### config.mk
export PLATFORM = sky130hd
export DESIGN_NAME = sky_fetch_stage_flat
export DESIGN_NICKNAME = d
export VERILOG_FILES = /design/src/rtl/sky_xu_pkg.sv /design/src/rtl/sky_fetch_stage_if.sv /design/src/rtl/sky_fetch_buffer.sv /design/src/rtl/sky_fetch_stage.sv /design/src/flat_wrapper.sv
export SDC_FILE = /design/constraint.sdc
export NUM_CORES = 1
export LEC_CHECK = 0
export CAP_MARGIN = 20
export CORE_MARGIN = 1.5
export CORE_UTILIZATION = 50
export CTS_BUF_LIST = sky130_fd_sc_hd__clkbuf_2 sky130_fd_sc_hd__clkbuf_4 sky130_fd_sc_hd__clkbuf_8
export CTS_CLUSTER_DIAMETER = 60
export CTS_CLUSTER_SIZE = 40
export DETAILED_ROUTE_END_ITERATION = 12
export PLACE_DENSITY = 0.78
export SYNTH_ARGS = -nofsm -noshare
export SYNTH_HDL_FRONTEND = slang
export SYNTH_SLANG_ARGS = --single-unit
### constraint.sdc
create_clock -name clk -period 4.11 [get_ports clk]
set_clock_uncertainty 0.2 [all_clocks]
set_input_delay 0.822 -clock clk [delete_from_list [all_inputs] [get_ports clk]]
set_output_delay 0.822 -clock clk [all_outputs]
set_load 0.05 [all_outputs]
### src/rtl/sky_xu_pkg.sv
// Shared XU pipeline definitions: NOP encoding, opcode field, fetch FSM states and
// the fetch buffer entry layout.
package sky_xu_pkg;

    // All-zero word decodes as r-type add r0, r0, r0.
    localparam logic [31:0] NOP_INSN = 32'h0000_0000;

    typedef logic [5:0] opcode_t;

    localparam opcode_t OP_RTYPE  = 6'h00;
    localparam opcode_t OP_JUMP   = 6'h02;
    localparam opcode_t OP_BRANCH = 6'h04;
    localparam opcode_t OP_ADDI   = 6'h08;
    localparam opcode_t OP_LOAD   = 6'h23;
    localparam opcode_t OP_STORE  = 6'h2B;

    typedef enum logic [1:0] {
        IDLE  = 2'd0,
        RUN   = 2'd1,
        FLUSH = 2'd2
    } fetch_state_e;

    typedef struct packed {
        logic [31:0] pc;
        logic [31:0] insn;
    } fetch_entry_t;

    function automatic opcode_t opcode_of(input logic [31:0] insn);
        return insn[31:26];
    endfunction

endpackage

### src/rtl/sky_fetch_stage_if.sv
// Instruction-memory request/response channel between the fetch stage (master) and
// instruction memory (slave).
interface sky_fetch_stage_if;
    logic        imem_req_valid;
    logic        imem_req_ready;
    logic [31:0] imem_req_addr;
    logic        imem_resp_valid;
    logic [31:0] imem_resp_data;

    modport master (
        output imem_req_valid, imem_req_addr,
        input  imem_req_ready, imem_resp_valid, imem_resp_data
    );

    modport slave (
        input  imem_req_valid, imem_req_addr,
        output imem_req_ready, imem_resp_valid, imem_resp_data
    );
endinterface

### src/rtl/sky_fetch_buffer.sv
// DEPTH-entry synchronous FIFO of {pc, insn} pairs with push, pop, clear and an
// occupancy count. DEPTH must be a power of two.
module sky_fetch_buffer
    import sky_xu_pkg::*;
#(
    parameter int DEPTH = 2
) (
    input  logic                   clk,
    input  logic                   reset_n,
    input  logic                   push,
    input  logic                   pop,
    input  logic                   clear,
    input  fetch_entry_t           push_entry,
    output fetch_entry_t           head,
    output logic [$clog2(DEPTH):0] occupancy
);
    localparam int AW = $clog2(DEPTH);

    fetch_entry_t         mem [DEPTH];
    logic [AW-1:0]        wr_ptr;
    logic [AW-1:0]        rd_ptr;
    logic                 do_push;
    logic                 do_pop;

    assign do_push   = push && !clear;
    assign do_pop    = pop && !clear && (occupancy != '0);
    assign head      = mem[rd_ptr];

    // NOTE: state registers use non-blocking assignments so every flop samples the
    // pre-edge values of its neighbours, independent of process evaluation order.
    always_ff @(posedge clk or negedge reset_n) begin
        if (!reset_n) begin
            wr_ptr    <= '0;
            rd_ptr    <= '0;
            occupancy <= '0;
        end else if (clear) begin
            wr_ptr    <= '0;
            rd_ptr    <= '0;
            occupancy <= '0;
        end else begin
            if (do_push) wr_ptr <= wr_ptr + AW'(1);
            if (do_pop)  rd_ptr <= rd_ptr + AW'(1);
            occupancy <= occupancy + (AW+1)'(do_push) - (AW+1)'(do_pop);
        end
    end

    // NOTE: the storage array has no reset; the pointers and count alone define
    // which entries are meaningful, so clearing the data would only cost flops.
    always_ff @(posedge clk) begin
        if (do_push) mem[wr_ptr] <= push_entry;
    end

endmodule

### src/rtl/sky_fetch_stage.sv
// XU instruction fetch stage: sequential PC requests, in-order response buffering,
// one instruction (or NOP bubble) per unstalled cycle, redirect flush.
// Optional SKY_FETCH_PERF_EN adds perf_fetched / perf_bubbles counters.
module sky_fetch_stage
    import sky_xu_pkg::*;
#(
    parameter logic [31:0] RESET_PC  = 32'h0,
    parameter int          BUF_DEPTH = 2
) (
    input  logic               clk,
    input  logic               reset_n,
    input  logic               stall,
    input  logic               redirect,
    input  logic [31:0]        redirect_pc,
    sky_fetch_stage_if.master  imem,
    output logic [31:0]        pc_out,
    output logic [31:0]        instruction,
    output logic               instr_valid
`ifdef SKY_FETCH_PERF_EN
    ,
    output logic [31:0]        perf_fetched,
    output logic [31:0]        perf_bubbles
`endif
);
    localparam int CW = $clog2(BUF_DEPTH) + 1;
    localparam logic [CW:0] DEPTH_LIM = (CW+1)'(BUF_DEPTH);

    fetch_state_e  state;
    fetch_state_e  state_next;
    logic [31:0]   fetch_pc;
    logic [CW-1:0] outstanding;
    logic [CW-1:0] outstanding_next;
    logic [CW-1:0] drop_cnt;
    logic [CW-1:0] drop_cnt_next;
    logic [CW-1:0] occupancy;
    logic          req_fire;
    logic          resp_keep;
    logic          pop;
    fetch_entry_t  head;

    // Reserving a slot per outstanding request guarantees every response fits.
    assign imem.imem_req_valid = (state == RUN) && !redirect &&
                                 (((CW+1)'(occupancy) + (CW+1)'(outstanding)) < DEPTH_LIM);
    assign imem.imem_req_addr  = fetch_pc;

    assign req_fire         = imem.imem_req_valid && imem.imem_req_ready;
    assign outstanding_next = outstanding + CW'(req_fire) - CW'(imem.imem_resp_valid);
    assign resp_keep        = imem.imem_resp_valid && (state == RUN) && !redirect;
    assign pop              = !stall && !redirect && (occupancy != '0);

    sky_fetch_buffer #(.DEPTH(BUF_DEPTH)) u_buf (
        .clk        (clk),
        .reset_n    (reset_n),
        .push       (resp_keep),
        .pop        (pop),
        .clear      (redirect),
        .push_entry ('{pc: 32'(fetch_pc - 32'd4 * 32'(outstanding)), insn: imem.imem_resp_data}),
        .head       (head),
        .occupancy  (occupancy)
    );

    // NOTE: every variable written here gets a default first, so no path through the
    // case leaves it unassigned and no latch is inferred.
    always_comb begin
        state_next    = state;
        drop_cnt_next = drop_cnt;
        case (state)
            IDLE:  state_next = RUN;
            RUN:   state_next = RUN;
            FLUSH: begin
                if (imem.imem_resp_valid) drop_cnt_next = drop_cnt - CW'(1);
                if (drop_cnt_next == '0)  state_next = RUN;
            end
            default: state_next = IDLE;
        endcase
        if (redirect) begin
            drop_cnt_next = outstanding_next;
            state_next    = (outstanding_next != '0) ? FLUSH : RUN;
        end
    end

    always_ff @(posedge clk or negedge reset_n) begin
        if (!reset_n) begin
            state       <= IDLE;
            fetch_pc    <= RESET_PC;
            outstanding <= '0;
            drop_cnt    <= '0;
        end else begin
            state       <= state_next;
            outstanding <= outstanding_next;
            drop_cnt    <= drop_cnt_next;
            if (redirect)      fetch_pc <= redirect_pc & ~32'h3;
            else if (req_fire) fetch_pc <= fetch_pc + 32'd4;
        end
    end

    // Decode-facing register: redirect wins over stall and forces a bubble.
    always_ff @(posedge clk or negedge reset_n) begin
        if (!reset_n) begin
            pc_out      <= '0;
            instruction <= NOP_INSN;
            instr_valid <= 1'b0;
        end else if (redirect) begin
            instruction <= NOP_INSN;
            instr_valid <= 1'b0;
        end else if (!stall) begin
            if (pop) begin
                pc_out      <= head.pc;
                instruction <= head.insn;
                instr_valid <= 1'b1;
            end else begin
                instruction <= NOP_INSN;
                instr_valid <= 1'b0;
            end
        end
    end

`ifdef SKY_FETCH_PERF_EN
    always_ff @(posedge clk or negedge reset_n) begin
        if (!reset_n) begin
            perf_fetched <= '0;
            perf_bubbles <= '0;
        end else if (!stall) begin
            if (pop) perf_fetched <= perf_fetched + 32'd1;
            else     perf_bubbles <= perf_bubbles + 32'd1;
        end
    end
`endif

endmodule

### src/flat_wrapper.sv
// flat-port wrapper written by rule: the top's interface ports become plain ports
module sky_fetch_stage_flat import sky_xu_pkg::*;
#(
    parameter logic [31:0] RESET_PC  = 32'h0,
    parameter int          BUF_DEPTH = 2
)
  (clk, reset_n, stall, redirect, redirect_pc, pc_out, instruction, instr_valid, imem_imem_req_valid, imem_imem_req_addr, imem_imem_req_ready, imem_imem_resp_valid, imem_imem_resp_data);
  sky_fetch_stage_if imem_i ();
  input  logic clk;
  input  logic reset_n;
  input  logic stall;
  input  logic redirect;
  input  logic [31:0] redirect_pc;
  output logic [31:0] pc_out;
  output logic [31:0] instruction;
  output logic instr_valid;
  output wire logic [$bits(imem_i.imem_req_valid)-1:0] imem_imem_req_valid;
  output wire logic [$bits(imem_i.imem_req_addr)-1:0] imem_imem_req_addr;
  input wire logic [$bits(imem_i.imem_req_ready)-1:0] imem_imem_req_ready;
  input wire logic [$bits(imem_i.imem_resp_valid)-1:0] imem_imem_resp_valid;
  input wire logic [$bits(imem_i.imem_resp_data)-1:0] imem_imem_resp_data;
  assign imem_imem_req_valid = imem_i.imem_req_valid;
  assign imem_imem_req_addr = imem_i.imem_req_addr;
  assign imem_i.imem_req_ready = imem_imem_req_ready;
  assign imem_i.imem_resp_valid = imem_imem_resp_valid;
  assign imem_i.imem_resp_data = imem_imem_resp_data;
  sky_fetch_stage #(.RESET_PC(RESET_PC), .BUF_DEPTH(BUF_DEPTH)) u_core (.clk(clk), .reset_n(reset_n), .stall(stall), .redirect(redirect), .redirect_pc(redirect_pc), .imem(imem_i), .pc_out(pc_out), .instruction(instruction), .instr_valid(instr_valid));
endmodule
==> results.toml <==
[logic_synthesis]
synth_top_area_share_pct = 38.3
synth_area_leaders = "edfxtp_1 (38%), dfrtp_1 (27%), mux2i_1 (6.5%), o21ai_0 (4.1%), nand2_1 (3.7%)"
synth_common_cells = "edfxtp_1 (124), dfrtp_1 (103), nand2_1 (95)"
seq_area_frac_synth_pct = 64.8
yosysMostFrequentCell = "edfxtp_1"
syn_avg_cell_area_um2 = 12.4
synth_cell_type_count = 51
async_flop_share_pct = 45.4
ys.flop_type = "edfxtp_1"
ys_warn_count = 0
netlist_instances = 782
yosysTopAreaCell = "edfxtp_1"
synth_edf_count = 124
synth_area_mm2 = 0.00972
ys_ff_latch = 227

[timing]
maxSlewHeadroom_pct = 42.1
rsz0062_at_grt = "no"
hold_viol = 0
setup_viol_count_final = 0
fin_setup_tns_ns = 0
drv_slew = 0
period_minus_slack_ns = 3.36
fin_crit_sh_pct = 81.8
worstMarginPinSlew_ns = 0.869
layout_setup_ws_ns = 0.748
fmax_mhz = 297

[route]
via_per_inst = 5.49
wl_um = 20700
ant_nets = 0
vias = 6543
dr.first_iter.drc_count = 409
wire_per_inst_um = 17.4
drc = 0
dr.pass1.iters = 5

[layout]
n_antenna_cell = 0
synthToLayoutAreaGrowth_pct = 23.7
nNetsFinal = 1000
fill_cells = 1496
drive_gt1_share_pct = 5.91

[grt]
grt_max_degree = 96
track_usage_pct = 21.0
antenna_found_initial = 0
grt_pass1_wl_um = 33700
overflow = 0
grt_pass1_vias = 6562

[pwr]
p_sw_mw = 2.45
p_sw_share_pct = 38.0
p_clk_share_pct = 20.6
p_comb_share_pct = 32.3
powerDensity_mw_per_mm2 = 536
seqPwrFrac_pct = 47.1
internal_power_mw = 4.00
max-vdd-ir-drop_mv = 0.333
power.leakage_nw = 4.35

[placement]
place_congestion = 0.859
place_hpwl_um = 13700
preCtsSetupSlack_ns = 0.804
portBuffers = 161

[worst_hold_path]
hp-class = "in2async"

[floorplan]
core.rowCount = 50
die_area_mm2 = 0.0203
initial_core_util_pct = 51.5
ios = 168
die_y_um = 142
die_w_um = 142
coreArea_mm2 = 0.0189

[clocking]
path_clk_slew_ns = 0.14
numClockSinks = 227
cts_buffer_depth = 3
clock_latency_ns = 0.53
h-tree-depth = 1
cts_resized = 0
cts_tree = "done"
clockRootBuffer = "clkbuf_8"
cts_buffers = 17
hold_buffers = 0
postCtsSetupBuffers = 0

[job]
cap_violations = 0

[worst_setup_path]
start_kind = "flop"
critPathMaxFanout = 3
max_stage_delay_ns = 0.50
cp.required_ns = 3.09
endpoint_kind = "output port"
arrival_ns = 2.34
critical_path_class = "reg2out"
cp_cell_sequence = "and2_1 > fa_1 > nor4_1 > buf_12"
slowest_stage = "fa_1"

[outcome]
status = "complete, no violations"
cell usage in the layout (no fill, tap or decap), types with 14 or more instances in the layout:
master	netlist	final
o21ai_0	79	79
dfrtp_1	103	102
mux2i_1	63	63
or4_1	19	19
clkdlybuf4s50_1	0	159
xor2_1	28	28
nor2_1	34	33
nand2_1	95	95
edfxtp_1	124	124
nand3_1	21	21
nand4_1	14	14
clkbuf_8	0	17
a31oi_1	16	16
final timing paths:
path	start	to	slack [ns]	cells after the start
hold / removal	reset_n	u_core.imem.imem_req_addr[16]	0.16	1
min in group clk	u_core.instruction[23]	u_core.instruction[23]	0.29	2
setup reg to reg	u_core.u_buf.occupancy[0]	u_core.state[0]	0.87	11
setup / recovery	u_core.u_buf.occupancy[0]	imem_imem_req_valid	0.75	4
max in group asynchronous	reset_n	u_core.outstanding[1]	2.72	2
hold reg to reg	u_core.instruction[23]	u_core.instruction[23]	0.29	2
power by group through the flow:
stage               registers (mW)  logic, mW  clock network [mW]
floorplan                     3.68      0.714                   0
global placement              3.11       2.02                   0
detailed placement            3.12       2.06                   0
CTS                           3.07       2.06                1.38
global route                  3.08       2.23                1.48
finish                        3.04       2.08                1.33
through the flow:
step | cell area [um^2] | utilization (%) | std cells | hold slack [ns] | power [mW]
after CTS | 12000 | 63.5 | 1190 | 0.184 | 6.52
after detailed placement | 11600 | 61.4 | 1161 | 0.263 | 5.18
final | 12000 | 63.7 | 1191 | 0.163 | 6.45
after floorplan | 9740 | - | 785 | 0.303 | 4.40
after global placement | 11600 | 61.4 | 1161 | 0.261 | 5.12
after global routing | 12000 | 63.7 | 1191 | 0.204 | 6.79
final cells by class:
class	count	area [um^2]	share of cell area, %
flip-flops and latches	227	6300	52.4
multi-input cells	490	3180	26.4
repair buffers	173	1770	14.7
well taps	260	325	2.70
clock buffers	18	241	2.01
clock inverters	11	169	1.40
inverters	12	45.0	0.374
cells by family after synthesis:
family,count (synthesis),share of synthesized area (%)
other,1,0.0386
AND/OR/NAND/NOR,250,13.4
buffers and inverters,68,2.87
AO/OA/AOI/OAI,123,7.26
flip-flops,227,64.8
adder cells (fa/ha/maj),9,1.31
XOR/XNOR,40,3.76
multiplexers,64,6.60
state kept, by name, summed over array words and instances, names as in the netlist:
signal,flops
u_core.imem.imem_req_addr,30
u_core.u_buf.mem,124
u_core.instruction,32
u_core.instr_valid,1
u_core.u_buf.wr_ptr,1
u_core.state,2
u_core.drop_cnt,2
u_core.u_buf.occupancy,2
u_core.pc_out,30
u_core.outstanding,2
u_core.u_buf.rd_ptr,1
worst max-delay path: cells and delay by family, from the launching register on:
kind	cells	cell delay, ns
adders and majority gates	1	0.50
buffers and inverters	1	0.20
DFF	1	0.43
and+or+nand+nor	2	0.68
layer usage:
metal | part of all wire [%] | vias to the layer above | track usage, %
met2 | 48 | 240 | 34.6
met1 | 43 | 3147 | 28.8
met5 | 0 | - | 0
met4 | 2.4 | 0 | 6.19
li1 | - | 3117 | -
met3 | 7.0 | 39 | 3.53
Power figures use the tool's default switching activity.
